<file path="src/rtl/stage_writeback_pipe_pkg.sv">
// Shared definitions for the registered write-back stage: load-size encodings
// and the default link register index.
package stage_writeback_pipe_pkg;

  typedef enum logic [1:0] {
    LD_BYTE = 2'b00,
    LD_HALF = 2'b01,
    LD_WORD = 2'b10,
    LD_FULL = 2'b11
  } ld_size_e;

  localparam int LINK_REG_DEFAULT = 31;

endpackage

</file>
<file path="src/rtl/stage_writeback_pipe_if.sv">
// MEM/WB boundary bundle: MEM-stage results going in, register-file write port
// coming out. The slave side is the write-back stage itself.
interface stage_writeback_pipe_if #(
  parameter int DATA_W = 32,
  parameter int ADDR_W = 5
);
  localparam int OFF_W = $clog2(DATA_W / 8);

  logic              i_enable;
  logic              i_flush;
  logic              i_valid;
  logic [DATA_W-1:0] i_output_mem;
  logic [DATA_W-1:0] i_ALU_res;
  logic [ADDR_W-1:0] i_addr_reg_dst;
  logic [DATA_W-1:0] i_pc_to_reg;
  logic              is_RegWrite;
  logic              is_MemtoReg;
  logic              is_select_addr_reg;
  logic              is_write_pc;
  logic [1:0]        is_load_size;
  logic              is_load_unsigned;

  logic [DATA_W-1:0] o_reg_dst;
  logic [ADDR_W-1:0] o_addr_reg_dst;
  logic              os_RegWrite;
  logic              o_valid;

  modport master (
    output i_enable, i_flush, i_valid, i_output_mem, i_ALU_res, i_addr_reg_dst,
           i_pc_to_reg, is_RegWrite, is_MemtoReg, is_select_addr_reg,
           is_write_pc, is_load_size, is_load_unsigned,
    input  o_reg_dst, o_addr_reg_dst, os_RegWrite, o_valid
  );

  modport slave (
    input  i_enable, i_flush, i_valid, i_output_mem, i_ALU_res, i_addr_reg_dst,
           i_pc_to_reg, is_RegWrite, is_MemtoReg, is_select_addr_reg,
           is_write_pc, is_load_size, is_load_unsigned,
    output o_reg_dst, o_addr_reg_dst, os_RegWrite, o_valid
  );
endinterface

</file>
<file path="src/rtl/stage_writeback_pipe_load_extend.sv">
// Combinational little-endian load lane extraction with sign/zero extension.
module load_extend
  import stage_writeback_pipe_pkg::*;
#(
  parameter int DATA_W = 32,
  localparam int OFF_W = $clog2(DATA_W / 8)
) (
  input  logic [DATA_W-1:0] data,
  input  logic [OFF_W-1:0]  offset,
  input  logic [1:0]        size,
  input  logic              is_unsigned,
  output logic [DATA_W-1:0] ext
);
  localparam int SH_W = OFF_W + 3;

  logic [SH_W-1:0]   byte_sh;
  logic [SH_W-1:0]   shamt;
  logic [DATA_W-1:0] mask;
  logic [DATA_W-1:0] field;
  logic              sign;

  assign byte_sh = {offset, 3'b000};

  // Halves and words drop the misaligned offset bits by masking the bit shift.
  always_comb begin
    shamt = '0;
    mask  = '1;
    field = '0;
    sign  = 1'b0;
    case (ld_size_e'(size))
      LD_BYTE: begin shamt = byte_sh;                 mask = DATA_W'(8'hFF);         end
      LD_HALF: begin shamt = byte_sh & ~SH_W'(15);    mask = DATA_W'(16'hFFFF);      end
      LD_WORD: begin shamt = byte_sh & ~SH_W'(31);    mask = DATA_W'(32'hFFFF_FFFF); end
      default: begin shamt = '0;                      mask = '1;                     end
    endcase
    field = (data >> shamt) & mask;
    sign  = (size != LD_FULL) && !is_unsigned && (|(field & ~(mask >> 1)));
    ext   = field | (sign ? ~mask : '0);
  end
endmodule

</file>
<file path="src/rtl/stage_writeback_pipe_mux2to1.sv">
// Generic two-input multiplexer shared by the data and address selects.
module MUX2to1 #(
  parameter int W = 32
) (
  input  logic [W-1:0] in0,
  input  logic [W-1:0] in1,
  input  logic         sel,
  output logic [W-1:0] y
);
  assign y = sel ? in1 : in0;
endmodule

</file>
<file path="src/rtl/stage_writeback_pipe.sv">
// Registered MEM/WB stage driving the register-file write port one cycle later.
// Optional retire counter output enabled by defining WB_RETIRE_CNT_EN.
module stage_writeback_pipe
  import stage_writeback_pipe_pkg::*;
#(
  parameter int DATA_W   = 32,
  parameter int ADDR_W   = 5,
  parameter int LINK_REG = LINK_REG_DEFAULT,
  localparam int OFF_W   = $clog2(DATA_W / 8)
) (
  input  logic                    i_clk,
  input  logic                    i_reset,
  stage_writeback_pipe_if.slave   wb
`ifdef WB_RETIRE_CNT_EN
  ,
  output logic [31:0]             o_retire_cnt
`endif
);
  logic [DATA_W-1:0] load_data;
  logic [DATA_W-1:0] mem_or_alu;
  logic [DATA_W-1:0] wb_data;
  logic [ADDR_W-1:0] wb_addr;
  logic              wb_we;

  logic [DATA_W-1:0] data_reg;
  logic [ADDR_W-1:0] addr_reg;
  logic              we_reg;
  logic              valid_reg;

  load_extend #(.DATA_W(DATA_W)) u_load_extend (
    .data        (wb.i_output_mem),
    .offset      (wb.i_ALU_res[OFF_W-1:0]),
    .size        (wb.is_load_size),
    .is_unsigned (wb.is_load_unsigned),
    .ext         (load_data)
  );

  MUX2to1 #(.W(DATA_W)) u_mux_mem (
    .in0 (wb.i_ALU_res), .in1 (load_data), .sel (wb.is_MemtoReg), .y (mem_or_alu)
  );

  MUX2to1 #(.W(DATA_W)) u_mux_pc (
    .in0 (mem_or_alu), .in1 (wb.i_pc_to_reg), .sel (wb.is_write_pc), .y (wb_data)
  );

  MUX2to1 #(.W(ADDR_W)) u_mux_addr (
    .in0 (wb.i_addr_reg_dst), .in1 (ADDR_W'(LINK_REG)), .sel (wb.is_select_addr_reg),
    .y   (wb_addr)
  );

  // Register 0 is hard-wired; its writes never reach the register file.
  assign wb_we = wb.is_RegWrite & wb.i_valid & (wb_addr != '0);

  always_ff @(posedge i_clk) begin
    if (!i_reset || wb.i_flush) begin
      data_reg  <= '0;
      addr_reg  <= '0;
      we_reg    <= 1'b0;
      valid_reg <= 1'b0;
    end else if (wb.i_enable) begin
      data_reg  <= wb_data;
      addr_reg  <= wb_addr;
      we_reg    <= wb_we;
      valid_reg <= wb.i_valid;
    end
  end

  assign wb.o_reg_dst      = data_reg;
  assign wb.o_addr_reg_dst = addr_reg;
  assign wb.os_RegWrite    = we_reg;
  assign wb.o_valid        = valid_reg;

`ifdef WB_RETIRE_CNT_EN
  logic [31:0] retire_cnt_reg;

  always_ff @(posedge i_clk) begin
    if (!i_reset) begin
      retire_cnt_reg <= '0;
    end else if (!wb.i_flush && wb.i_enable && wb.i_valid) begin
      retire_cnt_reg <= retire_cnt_reg + 32'd1;
    end
  end

  assign o_retire_cnt = retire_cnt_reg;
`endif
endmodule

</file>
<file path="src/flat_wrapper.sv">
// flat-port wrapper written by rule: the top's interface ports become plain ports
module stage_writeback_pipe_flat import stage_writeback_pipe_pkg::*;
#(
  parameter int DATA_W   = 32,
  parameter int ADDR_W   = 5,
  parameter int LINK_REG = LINK_REG_DEFAULT,
  localparam int OFF_W   = $clog2(DATA_W / 8)
)
  (i_clk, i_reset, wb_i_enable, wb_i_flush, wb_i_valid, wb_i_output_mem, wb_i_ALU_res, wb_i_addr_reg_dst, wb_i_pc_to_reg, wb_is_RegWrite, wb_is_MemtoReg, wb_is_select_addr_reg, wb_is_write_pc, wb_is_load_size, wb_is_load_unsigned, wb_o_reg_dst, wb_o_addr_reg_dst, wb_os_RegWrite, wb_o_valid);
  stage_writeback_pipe_if #(.DATA_W(DATA_W), .ADDR_W(ADDR_W)) wb_i ();
  input  logic i_clk;
  input  logic i_reset;
  input wire logic [$bits(wb_i.i_enable)-1:0] wb_i_enable;
  input wire logic [$bits(wb_i.i_flush)-1:0] wb_i_flush;
  input wire logic [$bits(wb_i.i_valid)-1:0] wb_i_valid;
  input wire logic [$bits(wb_i.i_output_mem)-1:0] wb_i_output_mem;
  input wire logic [$bits(wb_i.i_ALU_res)-1:0] wb_i_ALU_res;
  input wire logic [$bits(wb_i.i_addr_reg_dst)-1:0] wb_i_addr_reg_dst;
  input wire logic [$bits(wb_i.i_pc_to_reg)-1:0] wb_i_pc_to_reg;
  input wire logic [$bits(wb_i.is_RegWrite)-1:0] wb_is_RegWrite;
  input wire logic [$bits(wb_i.is_MemtoReg)-1:0] wb_is_MemtoReg;
  input wire logic [$bits(wb_i.is_select_addr_reg)-1:0] wb_is_select_addr_reg;
  input wire logic [$bits(wb_i.is_write_pc)-1:0] wb_is_write_pc;
  input wire logic [$bits(wb_i.is_load_size)-1:0] wb_is_load_size;
  input wire logic [$bits(wb_i.is_load_unsigned)-1:0] wb_is_load_unsigned;
  output wire logic [$bits(wb_i.o_reg_dst)-1:0] wb_o_reg_dst;
  output wire logic [$bits(wb_i.o_addr_reg_dst)-1:0] wb_o_addr_reg_dst;
  output wire logic [$bits(wb_i.os_RegWrite)-1:0] wb_os_RegWrite;
  output wire logic [$bits(wb_i.o_valid)-1:0] wb_o_valid;
  assign wb_i.i_enable = wb_i_enable;
  assign wb_i.i_flush = wb_i_flush;
  assign wb_i.i_valid = wb_i_valid;
  assign wb_i.i_output_mem = wb_i_output_mem;
  assign wb_i.i_ALU_res = wb_i_ALU_res;
  assign wb_i.i_addr_reg_dst = wb_i_addr_reg_dst;
  assign wb_i.i_pc_to_reg = wb_i_pc_to_reg;
  assign wb_i.is_RegWrite = wb_is_RegWrite;
  assign wb_i.is_MemtoReg = wb_is_MemtoReg;
  assign wb_i.is_select_addr_reg = wb_is_select_addr_reg;
  assign wb_i.is_write_pc = wb_is_write_pc;
  assign wb_i.is_load_size = wb_is_load_size;
  assign wb_i.is_load_unsigned = wb_is_load_unsigned;
  assign wb_o_reg_dst = wb_i.o_reg_dst;
  assign wb_o_addr_reg_dst = wb_i.o_addr_reg_dst;
  assign wb_os_RegWrite = wb_i.os_RegWrite;
  assign wb_o_valid = wb_i.o_valid;
  stage_writeback_pipe #(.DATA_W(DATA_W), .ADDR_W(ADDR_W), .LINK_REG(LINK_REG)) u_core (.i_clk(i_clk), .i_reset(i_reset), .wb(wb_i));
endmodule
</file>
<file path="config.mk">
export PLATFORM = sky130hd
export DESIGN_NAME = stage_writeback_pipe_flat
export DESIGN_NICKNAME = d
export VERILOG_FILES = /design/src/rtl/stage_writeback_pipe_pkg.sv /design/src/rtl/stage_writeback_pipe_if.sv /design/src/rtl/stage_writeback_pipe_load_extend.sv /design/src/rtl/stage_writeback_pipe_mux2to1.sv /design/src/rtl/stage_writeback_pipe.sv /design/src/flat_wrapper.sv
export SDC_FILE = /design/constraint.sdc
export NUM_CORES = 1
export LEC_CHECK = 0
export BUFFER_PORTS_ARGS = -buffer_cell sky130_fd_sc_hd__buf_4
export CORE_MARGIN = 8
export CORE_UTILIZATION = 51
export DETAILED_ROUTE_END_ITERATION = 10
export PLACE_DENSITY = 0.86
export RECOVER_POWER = 100
export SLEW_MARGIN = 5
export SYNTH_ARGS = -nofsm -noshare
export SYNTH_HDL_FRONTEND = slang
export SYNTH_HIERARCHICAL = 1
export SYNTH_SLANG_ARGS = --single-unit
</file>
<file path="constraint.sdc">
create_clock -name i_clk -period 3 [get_ports i_clk]
set_clock_uncertainty 0.05 [all_clocks]
set_input_delay 0.15 -clock i_clk [delete_from_list [all_inputs] [get_ports i_clk]]
set_output_delay 0.15 -clock i_clk [all_outputs]
set_load 0.01 [all_outputs]
</file>
After elaboration in Yosys (flattened, before gate mapping)

Cells that the tools add are included.

Eq/ne operators: 2
Shift-type cells: 1
Multiplexer cells: 6
Bitwise gates (word level): 7
Reductions and logical operators: 8

Operator list:

| cell                 | number |
|---|---|
| $mux W32             | 3 |
| $and A32 B32 Y32     | 2 |
| $pmux W32 S2         | 1 |
| $not A31 Y32         | 1 |
| $not A32 Y32         | 1 |
| $or A32 B32 Y32      | 1 |
| $reduce_or A32 Y1    | 1 |
| $shr A32 B5 Y32      | 1 |
| $pmux W5 S2          | 1 |
| $mux W5              | 1 |
| $reduce_bool A5 Y1   | 1 |
| $and A1 B1 Y1        | 2 |
| $eq A2 B1 Y1 const B | 1 |
| $logic_and A1 B1 Y1  | 2 |
| $logic_not A1 Y1     | 2 |
| $logic_not A2 Y1     | 1 |
| $ne A2 B2 Y1 const B | 1 |
| $logic_or A1 B1 Y1   | 1 |

Register bits after elaboration: 39
Logic and storage cells: 28

Logic depth before layout (Yosys ltp)

Depth after elaboration: 11
Mapped depth: 10

By module

Netlist, hierarchy kept.

By module, submodules not included:

| module                         | instances | cells each | area each (µm²) | seq. area each (µm²) |
|---|---|---|---|---|
| stage_writeback_pipe           | 1         | 130        | 1382.6          | 780.7 |
| MUX2to1 (u_core.u_mux_mem ...) | 2         | 36         | 544.3           | 0.0 |
| load_extend                    | 1         | 92         | 734.5           | 0.0 |
| MUX2to1 (u_core.u_mux_addr)    | 1         | 5          | 56.3            | 0.0 |

Worst setup path before layout

OpenSTA, ideal clock, no wires.

Path kind: input-to-reg
Start: in wb_is_load_size[0]
End: reg u_core.data_reg[0] (netlist: u_core/wb.o_reg_dst[0])
Arrival time: 1886 ps
Required time: 2822 ps
Path slack: 936 ps
Cell stages on the path: 7
Cell sequence: buf_6 nor3b_4 mux4_1 mux2_4 mux2_4 mux2i_1 nor2_1

Cells in the longest elaborated chain, start to end: 11
Elaborated cells between the ends (all ways): 16
Classes of those cells: eq/ne: 2; shift: 1; mux: 5; bitwise: 4; reduce/logical: 4

Ends and longest elaborated chain:

| what                                                    | RTL line                               | source |
|---|---|---|
| start, declared                                         | flat_wrapper.sv:24                     | `input wire logic [$bits(wb_i.is_load_size)-1:0] wb_is_load_size;` |
| $eq A2 B1 Y1 / $logic_not A2 Y1 (equally long branches) | stage_writeback_pipe_load_extend.sv:30 | `case (ld_size_e'(size))` |
| $pmux W5 S2                                             | stage_writeback_pipe_load_extend.sv:30 |  |
| $shr A32 B5 Y32                                         | stage_writeback_pipe_load_extend.sv:36 | `field = (data >> shamt) & mask;` |
| $and A32 B32 Y32                                        | stage_writeback_pipe_load_extend.sv:36 |  |
| $and A32 B32 Y32                                        | stage_writeback_pipe_load_extend.sv:37 | `sign = (size != LD_FULL) && !is_unsigned && (\|(field & ~(mask >> 1)));` |
| $reduce_or A32 Y1                                       | stage_writeback_pipe_load_extend.sv:37 |  |
| $logic_and A1 B1 Y1                                     | stage_writeback_pipe_load_extend.sv:37 |  |
| $mux W32                                                | stage_writeback_pipe_load_extend.sv:38 | `ext = field \| (sign ? ~mask : '0);` |
| $or A32 B32 Y32 (*)                                     | stage_writeback_pipe_load_extend.sv:38 |  |
| via u_core.load_data[0]                                 | stage_writeback_pipe.sv:19             | `logic [DATA_W-1:0] load_data;` |
| $mux W32 (*)                                            | stage_writeback_pipe_mux2to1.sv:10     | `assign y = sel ? in1 : in0;` |
| via u_core.mem_or_alu[0]                                | stage_writeback_pipe.sv:20             | `logic [DATA_W-1:0] mem_or_alu;` |
| $mux W32 (*)                                            | stage_writeback_pipe_mux2to1.sv:10     |  |
| via u_core.wb_data[0]                                   | stage_writeback_pipe.sv:21             | `logic [DATA_W-1:0] wb_data;` |
| end signal, assigned                                    | stage_writeback_pipe.sv:61             | `data_reg <= wb_data;` |
| end, declared                                           | stage_writeback_pipe.sv:25             | `logic [DATA_W-1:0] data_reg;` |

The timed path passes the listed nets; every way through them passes the cells marked *.
A chain may end at the register's enable or synchronous reset.

Worst setup path after layout

Start: in wb_is_load_size[0]
End: reg u_core.data_reg[8] (netlist: u_core/wb.o_reg_dst[8])

The elaborated chain is that of the path after synthesis.

==> summary.txt <==
Placement
  – RD Place Congestion: just under 1
  – Detailed Place HPWL: 7698 um
  – Inst Count DP: 506
  – Port Buffers: approximately 150
  – Post-place setup slack: ~680 ps

Finish
  – Ant. Diodes: 0
  – Area Overhead vs Synth: 26.31%
  – Fin nets: 549
  – Most frequent cells in the layout: 112 x buf_4, 41 x mux2i_1, 40 x nor2_1
  – Fill count: 557
  – Share of cells above drive strength 1: 39.13%
  – Cell Count, Final, Fillers Out: 514
  – Most common cell after layout, fill and taps aside: buf_4
  – Post-layout util: between 60 and 70%

Drt
  – Average routed wire per standard cell: 19.22 um
  – Post-route DRC: 0
  – Final wirelength: 9877 um
  – Pre-antenna DRT Iters: 4
  – Antenna Nets Post-Route: 0
  – Routed via count: 2842
  – Post-DR vias/cell: 5.529
  – DR iter-0 viols: 100

Clock tree
  – CTS buffer count: 5
  – Post-CTS Setup Bufs: 0
  – Reg clk slew, reported paths: ~70 ps
  – Maximum clock path buffer count: 2
  – CTS Root Cell: clkbuf_8
  – # resized after CTS: 0
  – CTS tree: yes
  – Hold-fix buffers, CTS: 0
  – # H-tree levels: 2
  – Clock sinks: 39
  – Clk_lat worst skew: 280 ps

Global routing
  – Vias in the first global route: 2855
  – Grt ovf: 0
  – Largest net degree at the start of global routing: 41
  – Global Route Usage Sum: 19.77%
  – Initial antenna violation count: 0
  – First-pass GRT wire length: 14330 um

Worst setup path
  – Critical path startpoint category: input port
  – WP data required: approximately 3100 ps
  – Worst EP arrival: 2540 ps
  – Max FO, Critical Path: 25
  – CP Capture Type: flop
  – Critical path type: in2reg

Synthesis
  – Synth Instances: 299
  – Yosys reg bits: 39
  – Mapped Avg Cell Area: 10.91 um2
  – Synth unique cells: 31
  – Post-synthesis sequential area ratio: 23.94%
  – Largest area contributor in the synthesized netlist: mux2_4
  – Synth area leaders: mux2_4 28%, dfxtp_1 24%, mux2i_1 13%
  – Yosys top cell area share: 27.62%
  – Synthesis Warnings: 6
  – Mapped Area: 3262 um2

Power
  – Pint: around 1000 uW
  – Comb power frac: between 30% and 40%
  – Net Switching: 396.3 uW
  – Pwr dens: 343.9 nW/um2
  – Clock share of power: around 28%
  – Static Leak: between 0.0015 and 0.002 uW
  – Switching share of power: 27.96%
  – Peak supply drop: 0.2256 mV
  – Part of the power in registers: 38.7%

Timing
  – Final Setup Violations: 0
  – Final WS setup: 563.1 ps
  – Worst hold margin: 72.76 ps
  – Hold Vio Cnt, Final: 0
  – Fmax: between 400 and 500 MHz
  – Period utilisation layout: 81.23%
  – Worst-margin pin slew: 1331 ps
  – Minimum clock period: about 2400 ps
  – Max-slew violations: 0
  – Unrepaired setup endpoints after global routing: no
  – Slew headroom: 11.26%
  – Setup_tns: 0 ps

Hold path
  – Min-delay worst type: in2reg

Floorplan
  – Core Region: approximately 6300 um2
  – DIE WIDTH: 95.98 um
  – Effective utilization at floorplan: 51.96%
  – Ports: 152
  – Row count: 29
  – Area of the die: 9211 um2
  – Die Height: about 96 um

Run status
  – Outcome: complete, no violations

Job
  – Max Cap Violations: 0
## critical path: stages
cell	delay, ps
buf_4	170
nand2b_2	180
mux2i_1	200
o221a_1	710
o21ai_0	260
mux2_1	390
mux2_4	280
mux2i_1	130
nor2_1	60
## sequential cells by signal, indices dropped and copies added (netlist names)
register / flops
u_core/wb.o_addr_reg_dst: 5
u_core/wb.os_RegWrite: 1
u_core/wb.o_reg_dst: 32
u_core/wb.o_valid: 1
## cells in the mapped netlist
master	number
a21boi_0	1
a21oi_1	2
a22o_1	7
a22oi_1	7
and2b_4	1
and4bb_2	1
buf_12	6
buf_2	7
buf_6	6
clkbuf_1	6
clkbuf_2	1
conb_1	1
dfxtp_1	39
inv_1	5
mux2_2	9
mux2_4	60
mux2i_1	41
mux4_1	7
nand2_1	1
nand2b_1	3
nand2b_2	1
nor2_1	40
nor3b_4	1
o2111ai_1	1
o211ai_1	1
o21ai_0	37
o21ai_1	3
o221a_4	1
o22ai_1	1
or3_2	1
or4_1	1
## power groups by stage
stage | Combinational (uW) | Sequential, uW | Clock [uW]
6_report | 471 | 548 | 398
3_3_place_gp | 505 | 559 | 0
3_5_place_dp | 517 | 560 | 0
2_1_floorplan | 334 | 569 | 0
5_1_grt | 507 | 550 | 432
4_1_cts | 518 | 549 | 411
## kinds of logic (layout without fill, tap and decap cells)
logic type	Yosys count	count (layout)	synth area share, %
AOI/OAI and AO/OA	61	61	11.47
and+or+nand+nor	50	50	7.288
other	1	5	0.1150
muxes	117	117	48.95
buffers and inverters	31	165	8.247
DFF	39	39	23.94
## area by class of cell
cell class	instances	area (um2)	share of cell area (%)
clock inverters	1	7.507	0.1822
flip-flops and latches	39	780.7	18.95
clock buffers	7	96.34	2.338
inverters	5	18.77	0.4555
multi-input cells	233	2128	51.66
well taps	77	96.34	2.338
repair buffers	152	992.2	24.08
## routing by layer
layer	routed length [um]	GRT usage (%)	vias to the layer above
met2	4877	33.43	120
met5	0	0	-
li1	-	-	1363
met4	171	5.890	0
met3	800	5.226	10
met1	4028	24.00	1349
## metrics by stage
step | area [um2] | total power, uW
floorplan | 3277 | 902.5
global route | 4120 | 1489
finish | 4120 | 1417
global placement | 4264 | 1064
detailed placement | 4264 | 1078
CTS | 4368 | 1478
## worst paths after layout
| check | start | to | slack [ps] | cells past startpoint |
|---|---|---|---|---|
| worst max register to register | u_core/wb.o_reg_dst[13]$_SDFFE_PP0P_ | u_core/wb.o_reg_dst[13]$_SDFFE_PP0P_ | 2300 | 2 |
| worst min register to register | u_core/wb.os_RegWrite$_SDFFE_PP0P_ | u_core/wb.os_RegWrite$_SDFFE_PP0P_ | 440 | 2 |
| worst max-delay path | wb_is_load_size[0] | u_core/wb.o_reg_dst[8]$_SDFFE_PP0P_ | 560 | 9 |
| worst min-delay path | wb_i_valid | u_core/wb.o_valid$_SDFFE_PP0P_ | 70 | 3 |
Power figures use the tool's default switching activity.
